**src/rtl/escalonador_rr_if.sv**
```systemverilog
// escalonador_rr_if: control/status bundle between a CPU core and the round-robin scheduler
// master = core/testbench side, slave = scheduler side.
// Inputs to scheduler: inicia, num_proc, instr_valida, pc, io_req, fim_processo, io_done, io_pid.
// Outputs from scheduler: troca_contexto, pc_destino, processo_atual, ocioso, concluido, erro.
interface escalonador_rr_if #(parameter int N_PROC = 10);
  localparam int PID_W = $clog2(N_PROC + 1);
  logic             inicia;
  logic [PID_W-1:0] num_proc;
  logic             instr_valida;
  logic [31:0]      pc;
  logic             io_req;
  logic             fim_processo;
  logic             io_done;
  logic [PID_W-1:0] io_pid;
  logic             troca_contexto;
  logic [31:0]      pc_destino;
  logic [PID_W-1:0] processo_atual;
  logic             ocioso;
  logic             concluido;
  logic             erro;
  modport master (
    output inicia, num_proc, instr_valida, pc, io_req, fim_processo, io_done, io_pid,
    input  troca_contexto, pc_destino, processo_atual, ocioso, concluido, erro
  );
  modport slave (
    input  inicia, num_proc, instr_valida, pc, io_req, fim_processo, io_done, io_pid,
    output troca_contexto, pc_destino, processo_atual, ocioso, concluido, erro
  );
endinterface

```
**src/rtl/escalonador_rr.sv**
```systemverilog
// escalonador_rr: round-robin process scheduler with quantum preemption and IO blocking
// Ports: clock, reset (async active-high), bus (escalonador_rr_if.slave).
// All outputs are registered; a dispatch decided in SWITCH appears on the following cycle.
module escalonador_rr #(
  parameter int N_PROC       = 10,
  parameter int QUANTUM      = 8,
  parameter int BASE_PROC    = 300,
  parameter int TAM_PARTICAO = 300
) (
  input logic              clock,
  input logic              reset,
  escalonador_rr_if.slave  bus
);
  localparam int PID_W = $clog2(N_PROC + 1);
  localparam int CUR_W = $clog2(N_PROC);
  typedef enum logic [1:0] {IDLE, SWITCH, RUN, FIM} state_t;
  state_t            state_q, state_d;
  logic [N_PROC-1:0] live_q, live_d, blocked_q, blocked_d, blk_set, blk_clr, ready;
  logic [31:0]       pc_arr_q [N_PROC];
  logic [31:0]       pc_arr_d [N_PROC];
  logic [CUR_W-1:0]  cursor_q, cursor_d, k;
  logic [7:0]        cnt_q, cnt_d;
  logic              troca_q, troca_d, ocioso_q, ocioso_d, concl_q, concl_d, erro_q, erro_d;
  logic [31:0]       pc_dest_q, pc_dest_d;
  logic [PID_W-1:0]  proc_q, proc_d;
  logic              found, start_ok;
  assign ready    = live_q & ~blocked_q;
  assign start_ok = bus.num_proc != '0 && bus.num_proc <= PID_W'(N_PROC);
  always_comb begin
    found = 1'b0;
    k     = '0;
    // descending scan so the nearest slot after the cursor is written last and wins;
    // j = N_PROC lands back on the cursor itself, re-selecting a lone ready process
    for (int j = N_PROC; j >= 1; j--)
      for (int i = 0; i < N_PROC; i++)
        if (i == (int'(cursor_q) + j) % N_PROC && ready[i]) begin
          found = 1'b1;
          k     = CUR_W'(i);
        end
  end
  always_comb begin
    state_d   = state_q;
    live_d    = live_q;
    blocked_d = blocked_q;
    pc_arr_d  = pc_arr_q;
    cursor_d  = cursor_q;
    cnt_d     = cnt_q;
    troca_d   = 1'b0;
    pc_dest_d = pc_dest_q;
    proc_d    = proc_q;
    ocioso_d  = 1'b0;
    concl_d   = concl_q;
    erro_d    = 1'b0;
    blk_set   = '0;
    for (int i = 0; i < N_PROC; i++)
      blk_clr[i] = bus.io_done && bus.io_pid == PID_W'(i + 1);
    case (state_q)
      IDLE, FIM: if (bus.inicia) begin
        if (start_ok) begin
          for (int i = 0; i < N_PROC; i++) begin
            live_d[i]   = PID_W'(i) < bus.num_proc;
            pc_arr_d[i] = 32'(BASE_PROC + i * TAM_PARTICAO);
          end
          blocked_d = '0;
          cursor_d  = CUR_W'(N_PROC - 1);
          concl_d   = 1'b0;
          proc_d    = '0;
          state_d   = SWITCH;
        end else erro_d = 1'b1;
      end
      SWITCH: begin
        if (live_q == '0) begin
          state_d = FIM;
          concl_d = 1'b1;
          proc_d  = '0;
        end else if (found) begin
          troca_d   = 1'b1;
          pc_dest_d = pc_arr_q[k];
          proc_d    = PID_W'(k) + PID_W'(1);
          cnt_d     = '0;
          cursor_d  = k;
          state_d   = RUN;
        end else ocioso_d = 1'b1;
      end
      RUN: begin
        if (bus.instr_valida) cnt_d = cnt_q + 8'd1;
        if (bus.fim_processo) begin
          live_d[cursor_q] = 1'b0;
          state_d          = SWITCH;
        end else if (bus.io_req) begin
          pc_arr_d[cursor_q] = bus.pc;
          blk_set[cursor_q]  = 1'b1;
          state_d            = SWITCH;
        end else if (bus.instr_valida && cnt_q == 8'(QUANTUM - 1)) begin
          pc_arr_d[cursor_q] = bus.pc;
          state_d            = SWITCH;
        end
      end
      default: state_d = IDLE;
    endcase
    // a block request beats a simultaneous IO completion on the same slot
    blocked_d = (blocked_d & ~blk_clr) | blk_set;
  end
  always_ff @(posedge clock or posedge reset) begin
    if (reset) begin
      state_q   <= IDLE;
      live_q    <= '0;
      blocked_q <= '0;
      pc_arr_q  <= '{default: '0};
      cursor_q  <= '0;
      cnt_q     <= '0;
      troca_q   <= 1'b0;
      pc_dest_q <= '0;
      proc_q    <= '0;
      ocioso_q  <= 1'b0;
      concl_q   <= 1'b0;
      erro_q    <= 1'b0;
    end else begin
      state_q   <= state_d;
      live_q    <= live_d;
      blocked_q <= blocked_d;
      pc_arr_q  <= pc_arr_d;
      cursor_q  <= cursor_d;
      cnt_q     <= cnt_d;
      troca_q   <= troca_d;
      pc_dest_q <= pc_dest_d;
      proc_q    <= proc_d;
      ocioso_q  <= ocioso_d;
      concl_q   <= concl_d;
      erro_q    <= erro_d;
    end
  end
  assign bus.troca_contexto = troca_q;
  assign bus.pc_destino     = pc_dest_q;
  assign bus.processo_atual = proc_q;
  assign bus.ocioso         = ocioso_q;
  assign bus.concluido      = concl_q;
  assign bus.erro           = erro_q;
endmodule
```
**src/flat_wrapper.sv**
```systemverilog
// flat-port wrapper written by rule: the top's interface ports become plain ports
module escalonador_rr_flat 
#(
  parameter int N_PROC       = 10,
  parameter int QUANTUM      = 8,
  parameter int BASE_PROC    = 300,
  parameter int TAM_PARTICAO = 300
)
  (clock, reset, bus_inicia, bus_num_proc, bus_instr_valida, bus_pc, bus_io_req, bus_fim_processo, bus_io_done, bus_io_pid, bus_troca_contexto, bus_pc_destino, bus_processo_atual, bus_ocioso, bus_concluido, bus_erro);
  escalonador_rr_if #(.N_PROC(N_PROC)) bus_i ();
  input logic clock;
  input logic reset;
  input wire logic [$bits(bus_i.inicia)-1:0] bus_inicia;
  input wire logic [$bits(bus_i.num_proc)-1:0] bus_num_proc;
  input wire logic [$bits(bus_i.instr_valida)-1:0] bus_instr_valida;
  input wire logic [$bits(bus_i.pc)-1:0] bus_pc;
  input wire logic [$bits(bus_i.io_req)-1:0] bus_io_req;
  input wire logic [$bits(bus_i.fim_processo)-1:0] bus_fim_processo;
  input wire logic [$bits(bus_i.io_done)-1:0] bus_io_done;
  input wire logic [$bits(bus_i.io_pid)-1:0] bus_io_pid;
  output wire logic [$bits(bus_i.troca_contexto)-1:0] bus_troca_contexto;
  output wire logic [$bits(bus_i.pc_destino)-1:0] bus_pc_destino;
  output wire logic [$bits(bus_i.processo_atual)-1:0] bus_processo_atual;
  output wire logic [$bits(bus_i.ocioso)-1:0] bus_ocioso;
  output wire logic [$bits(bus_i.concluido)-1:0] bus_concluido;
  output wire logic [$bits(bus_i.erro)-1:0] bus_erro;
  assign bus_i.inicia = bus_inicia;
  assign bus_i.num_proc = bus_num_proc;
  assign bus_i.instr_valida = bus_instr_valida;
  assign bus_i.pc = bus_pc;
  assign bus_i.io_req = bus_io_req;
  assign bus_i.fim_processo = bus_fim_processo;
  assign bus_i.io_done = bus_io_done;
  assign bus_i.io_pid = bus_io_pid;
  assign bus_troca_contexto = bus_i.troca_contexto;
  assign bus_pc_destino = bus_i.pc_destino;
  assign bus_processo_atual = bus_i.processo_atual;
  assign bus_ocioso = bus_i.ocioso;
  assign bus_concluido = bus_i.concluido;
  assign bus_erro = bus_i.erro;
  escalonador_rr #(.N_PROC(N_PROC), .QUANTUM(QUANTUM), .BASE_PROC(BASE_PROC), .TAM_PARTICAO(TAM_PARTICAO)) u_core (.clock(clock), .reset(reset), .bus(bus_i));
endmodule
```
**config.mk**
```make
export PLATFORM = sky130hd
export DESIGN_NAME = escalonador_rr_flat
export DESIGN_NICKNAME = d
export VERILOG_FILES = /design/src/rtl/escalonador_rr_if.sv /design/src/rtl/escalonador_rr.sv /design/src/flat_wrapper.sv
export SDC_FILE = /design/constraint.sdc
export NUM_CORES = 1
export LEC_CHECK = 0
export CORE_UTILIZATION = 35
export DETAILED_ROUTE_END_ITERATION = 10
export PLACE_DENSITY = 0.61
export SYNTH_ARGS = -nofsm -noshare
export SYNTH_HDL_FRONTEND = slang
export SYNTH_SLANG_ARGS = --single-unit
```
**constraint.sdc**
```tcl
create_clock -name clock -period 18.3 [get_ports clock]
set_input_delay 1.83 -clock clock [delete_from_list [all_inputs] [get_ports clock]]
set_output_delay 1.83 -clock clock [all_outputs]
set_load 0.01 [all_outputs]
```
==> results of run 1 <==
==> logic make-up after synthesis <==
family,count (synthesis)
AOI/OAI and AO/OA,1169
xor gates and xnor gates,27
adders and majority gates,51
buffers and inverters,349
DFF,394
muxes,108
and+or+nand+nor,881
==> synth_stat cells, types with 30 or more instances <==
library cell,n
clkbuf_1,185
a21oi_1,164
o21ai_0,144
nand3_1,123
nand2b_1,39
o22ai_1,63
inv_1,72
mux2_1,34
nor2_1,136
dfrtp_1,394
a211oi_1,38
mux2_2,32
buf_2,37
ha_1,49
a32o_1,74
nor3_1,65
a22o_1,335
nor2b_1,30
nand2_1,312
mux2i_1,42
==> metrics by stage <==
| stage | instances | hold slack, ps | util | instance area [sq um] | setup slack [ps] |
|---|---|---|---|---|---|
| detailed placement | 3838 | 470 | 0.373 | 28300 | 10270 |
| global placement | 3838 | 461 | 0.373 | 28300 | 10430 |
| floorplan | 2979 | 450 | - | 26800 | 5520 |
| global route | 3912 | 497 | 0.391 | 29700 | 9680 |
| CTS | 3910 | 485 | 0.391 | 29700 | 10220 |
| finish | 3913 | 485 | 0.392 | 29700 | 10070 |
==> metal layers <==
layer | vias to the layer above | track usage
met5 | - | 0
met1 | 12900 | 0.355
met2 | 1264 | 0.388
met4 | 2 | 0.0993
li1 | 11300 | -
met3 | 228 | 0.0396
==> state kept, by name, indices dropped and copies added, names as in the netlist <==
name                       cells
u_core.bus.ocioso              1
u_core.state_q                 2
u_core.bus.processo_atual      4
u_core.bus.erro                1
u_core.live_q                 10
u_core.cursor_q                4
u_core.pc_arr_q              320
u_core.cnt_q                   8
u_core.blocked_q              10
u_core.bus.concluido           1
u_core.bus.pc_destino         32
u_core.bus.troca_contexto      1
==> cell type report <==
class	count	area, sq um	share of cell area
sequential	394	9860	0.332
timing repair buffer	153	1390	0.0468
tap	978	1220	0.0412
antenna	3	7.51	0.000253
clock inverter	19	250	0.00843
clock buffer	53	1170	0.0395
inverter	77	299	0.0101
multi-input combinational	2236	15500	0.522
==> worst max-delay path, delay by kind of cell (launching register included) <==
kind | cells | cell delay (ps)
AO/OA/AOI/OAI | 7 | 2130
adder cells (fa/ha/maj) | 3 | 1560
buffers and inverters | 5 | 2410
flip-flops | 1 | 490
multiplexers | 1 | 390
AND/OR/NAND/NOR | 5 | 1030
==> final timing paths <==
| path | start | endpoint | slack (ps) | cells past startpoint |
|---|---|---|---|---|
| hold reg to reg | u_core.pc_arr_q[5]$_DFFE_PP0P_ | u_core.pc_arr_q[5]$_DFFE_PP0P_ | 480 | 2 |
| hold / removal | u_core.pc_arr_q[5]$_DFFE_PP0P_ | u_core.pc_arr_q[5]$_DFFE_PP0P_ | 480 | 2 |
| max in group asynchronous | reset | u_core.cursor_q[2]$_DFFE_PP0P_ | 14810 | 3 |
| setup / recovery | u_core.cursor_q[2]$_DFFE_PP0P_ | u_core.bus.pc_destino[17]$_DFFE_PP0P_ | 10070 | 21 |
| setup reg to reg | u_core.cursor_q[2]$_DFFE_PP0P_ | u_core.bus.pc_destino[17]$_DFFE_PP0P_ | 10070 | 21 |
| min in group asynchronous | reset | u_core.pc_arr_q[8]$_DFFE_PP0P_ | 1870 | 2 |
==> reports/results.tsv, run 1 <==
metric	value	unit
run status	completed	
CP peak stage delay	860	ps
post-synthesis compound-gate area fraction	0.336	
net count after synthesis	3075	
via count	25700	
Final nets	2999	
Max stage delay cell, worst path	ha_1	
post-DR vias/cell	6.56	
post-CTS setup buffers	0	
Final HPWL DP	64.2	mm
Primary FF master, synth	dfrtp_1	
Avg WL per Cell	25.7	microns
Critical Path AT	8670	ps
area of the die	77600	sq um
Clock Sink Count	394	
vias in the first global route	24300	
clock buffer depth	3	
area grow syn2layout	10.9	%
DRT antenna net count	0	
routed wl met2	45.1	mm
ys async rst share	1.00	
largest family of logic cells by synthesized area	compound AO/OA/AOI/OAI gates	
Synthesis Warnings	0	
antenna violations before repair	3	
Fin Setup TNS	0	ps
RePlAce Congestion	1.09	
initial DRC count	2996	
DRC Markers	0	
minimum clock period after layout	8230	ps
Root Driver	clkbuf_16	
area of the core	75800	sq um
clk slew on worst S/H paths	70	ps
hold buffer count at CTS	0	
I/O Buffers	86	
Critical Path Source Type	register	
Critical Path, Cell by Cell	inv_1 -> ha_1 -> a21oi_1 -> inv_1 -> ha_1 -> nand2b_1 -> maj3_1 -> a32oi_1 -> nand3_1 -> nor4_1 -> or3_1 -> o2111ai_1 -> a211o_1 -> o31ai_4 -> buf_4 -> nor2_8 -> inv_4 -> buf_4 -> mux2_2 -> a221oi_1 -> a21oi_1	
Setup crit end kind	register	
CP Max Fanout	50	
highest clock rate	0.122	GHz
GRT Util Overall	0.253	
Die Span Y	279	microns
CTS buffer count	41	
clock latency on the worst-skew pair	570	ps
MaxCap Viol Count	0	
HP Class	register to register	
clk_skew	12.2	ps
Fill cells	7588	
mux cell area share after synthesis	0.0435	
Slew Limit Headroom	0.253	
Post-Route WL	101	mm
final slew viol count	0	
Syn Std Cell Area	26800	sq um
Initial Utilization	0.353	
worst slew pin tran	1120	ps
Synth Area in Adders	0.0236	
most frequent cells in the layout	dfrtp_1, a22o_1, nand2_1	
Post-Synthesis Mean Instance Area	8.99	sq um
std cell rows	101	
Tcrit/Tclk final	0.450	
M1 wire length	43.6	mm
critical path type	register to register	
Final setup viols	0	
CTS tree	yes	
share of post-route cells with drive strength above 1	0.0894	
routed wl met3	8.34	mm
share of the synthesized area in the top cell type	0.368	
leading area contributor after synthesis	dfrtp_1	
first-pass GRT wire length	154	mm
Die X	279	microns
io pins	87	
EDFF count, synth	0	
Simple-Gate Fraction of Synth Area	0.162	
unrepaired setup endpoints after global routing	no	
post-synthesis cell type count	120	
Seq/Total Area, Yosys	0.368	
DR top layer	met5	
Synth area leaders	dfrtp_1, a22o_1, nand2_1, a21oi_1, a32o_1	
cts repair resizes	0	
Seq cells post-synth	394	
most common cell after layout, fill and taps aside	dfrtp_1	
largest net degree at the start of global routing	165	
drt first pass iters	9	
final hold vios	0	
GRT overflow	0	
H-tree levels	2	
required time worst endpoint	18740	ps
cells after synthesis	2979	
Post-Synth XOR/XNOR Area	0.0102	
Power of run 1 is not shown: default switching activity piles up to over one toggle a cycle in this logic, so the estimate is an artifact.
==> run 2, diff against run 1 <==
--- a/config.mk
+++ b/config.mk
@@ -7,7 +7,7 @@
 export LEC_CHECK = 0
 export CORE_UTILIZATION = 35
 export DETAILED_ROUTE_END_ITERATION = 10
-export PLACE_DENSITY = 0.61
+export PLACE_DENSITY = 0.63
 export SYNTH_ARGS = -nofsm -noshare
 export SYNTH_HDL_FRONTEND = slang
 export SYNTH_SLANG_ARGS = --single-unit
==> constraint.sdc (replaced) <==
create_clock -name clock -period 7 [get_ports clock]
set_input_delay 0.7 -clock clock [delete_from_list [all_inputs] [get_ports clock]]
set_output_delay 0.7 -clock clock [all_outputs]
set_load 0.01 [all_outputs]
==> run 2 against run 1 <==
  * Wire length increased by 3.9%
  * Cell count increased by 1.0%
  * Die area unchanged
  * Global-route usage increased by 0.94 points
  * First-iteration DRC count increased by 10%
  * Critical path depth increased by 2
  * Worst setup slack got worse by 9700 ps
  * Maximum frequency increased by 25%
  * Via count increased by 0.59%
  * Flip-flop and latch count unchanged
  * Worst hold slack got worse by 2.4 ps
  * Register-to-register slack got worse by 9700 ps
  * Critical endpoint is now u_core.bus.pc_destino[7]$_DFFE_PP0P_
==> reports/results.tsv, run 2 (synthesized netlist as in run 1, its figures left out) <==
metric	value	unit	change
Critical Path, Cell by Cell	inv_1 -> ha_1 -> buf_4 -> nand2b_1 -> inv_1 -> ha_1 -> inv_1 -> a21oi_1 -> a21boi_2 -> nor3_2 -> mux2i_1 -> buf_4 -> o41ai_1 -> buf_4 -> or4_1 -> a211oi_1 -> a211o_1 -> and3_2 -> buf_12 -> nor2_2 -> buf_4 -> a221oi_1 -> a21oi_1		
clock buffer depth	3		unchanged
vias in the first global route	24300		+0.25%
run status	completed		
end of the worst register-to-register path	u_core.bus.pc_destino[7]$_DFFE_PP0P_		
Slew Limit Headroom	0.152		-0.101
Final nets	3040		+1.4%
Final HPWL DP	69.0	mm	+7.5%
required time worst endpoint	7460	ps	-11280 ps
Initial Utilization	0.353		unchanged
clock latency on the worst-skew pair	590	ps	+20 ps
Die Span Y	279	microns	unchanged
Clock Sink Count	394		unchanged
WHS Endpoint	u_core.pc_arr_q[11]$_DFFE_PP0P_		
Avg WL per Cell	26.4	microns	+2.8%
final core occ	0.398		+0.00634
min-delay src	u_core.pc_arr_q[11]$_DFFE_PP0P_		
Critical Path AT	7050	ps	-1620 ps
clk slew on worst S/H paths	70	ps	about the same
drt first pass iters	8		-1
initial DRC count	3303		+10%
final slew viol count	0		unchanged
CP peak stage delay	590	ps	-270 ps
cells on worst reg2reg path	23		+9.5%
MaxCap Viol Count	0		unchanged
Fin Setup TNS	0	ps	unchanged
max FFs per register	320		unchanged
worst reg2reg setup slack	420	ps	-9660 ps
post-DR vias/cell	6.53		-0.45%
Tcrit/Tclk final	0.941		+0.491
DRT antenna net count	0		unchanged
Root Driver	clkbuf_16		
RR Startpoint	u_core.cursor_q[1]$_DFFE_PP0P_		
via count	25800		+0.59%
clk_skew	28.9	ps	+16.7 ps
worst hold path stage count	2		unchanged
Most common cell on crit path	buf_4		
io pins	87		unchanged
Critical Path Source Type	register		
fin area	30200	sq um	+1.6%
Die X	279	microns	unchanged
hold buffer count at CTS	0		unchanged
DRC Markers	0		unchanged
largest net degree at the start of global routing	192		+16%
GRT overflow	0		unchanged
I/O Buffers	86		unchanged
GRT Util Overall	0.262		+0.00940
CTS buffer count	43		+4.9%
Max stage delay cell, worst path	or4_1		
critical path type	register to register		
Setup crit end kind	register		
final hold vios	0		unchanged
first-pass GRT wire length	157	mm	+2.4%
most common cell after layout, fill and taps aside	dfrtp_1		
area of the die	77600	sq um	unchanged
Post-Route WL	105	mm	+3.9%
area of the core	75800	sq um	unchanged
CTS tree	yes		
highest clock rate	0.152	GHz	+25%
std cell rows	101		unchanged
RePlAce Congestion	1.05		-3.7%
worst slew pin tran	1270	ps	+153 ps
CP Max Fanout	30		-40%
HP Class	register to register		
share of post-route cells with drive strength above 1	0.103		+0.0132
cts repair resizes	0		unchanged
area grow syn2layout	12.7	%	
Post-DP Area	28700	sq um	+1.4%
H-tree levels	2		unchanged
antenna violations before repair	3		unchanged
Biggest register	u_core.pc_arr_q		
minimum clock period after layout	6580	ps	-1640 ps
Final setup viols	0		unchanged
post-CTS setup buffers	0		unchanged
hold_ws	482	ps	-2.38 ps
unrepaired setup endpoints after global routing	no		
most frequent cells in the layout	dfrtp_1, a22o_1, nand2_1		
==> run 2: worst max-delay path by stage <==
stage	from	slack (ps)	cells past startpoint	end
5_1_grt	u_core.cursor_q[2]$_DFFE_PP0P_	50	23	u_core.bus.pc_destino[14]$_DFFE_PP0P_
6_report	u_core.cursor_q[1]$_DFFE_PP0P_	420	23	u_core.bus.pc_destino[7]$_DFFE_PP0P_
3_5_place_dp	u_core.cursor_q[1]$_DFFE_PP0P_	460	23	u_core.bus.pc_destino[7]$_DFFE_PP0P_
4_1_cts	u_core.cursor_q[1]$_DFFE_PP0P_	430	23	u_core.bus.pc_destino[7]$_DFFE_PP0P_
2_1_floorplan	u_core.cursor_q[1]$_DFFE_PP0P_	120	25	u_core.bus.pc_destino[28]$_DFFE_PP0P_
3_3_place_gp	u_core.cursor_q[2]$_DFFE_PP0P_	540	23	u_core.bus.pc_destino[14]$_DFFE_PP0P_
==> run 2: per-layer routing <==
metal,track usage,vias up,part of all wire
li1,-,11400,-
met1,0.364,13000,0.43
met2,0.412,1211,0.45
met3,0.0341,235,0.073
met4,0.106,2,0.042
met5,0,-,0.000077
==> run 2: area by class of cell <==
class | instances | area [sq um]
tap | 978 | 1220
clock buffer | 55 | 1200
timing repair buffer | 192 | 1780
antenna | 2 | 5.00
clock inverter | 20 | 305
multi-input combinational | 2236 | 15500
inverter | 77 | 295
sequential | 394 | 9860
fill | 7574 | 45700
==> run 2: critical path: cells and delay by family (launching register included) <==
kind,cells,cell delay [ps]
compound gates,7,1970
fa+ha+maj,2,770
buf+inv,8,1490
flops,1,480
mux,1,250
simple gates,5,1440
==> run 2: metrics by stage <==
stage,cells,worst slack (ps)
global route,3954,47.5
floorplan,2979,125
detailed placement,3877,460
CTS,3952,429
finish,3954,415
global placement,3877,543
Power of run 2 is left out for the same reason.
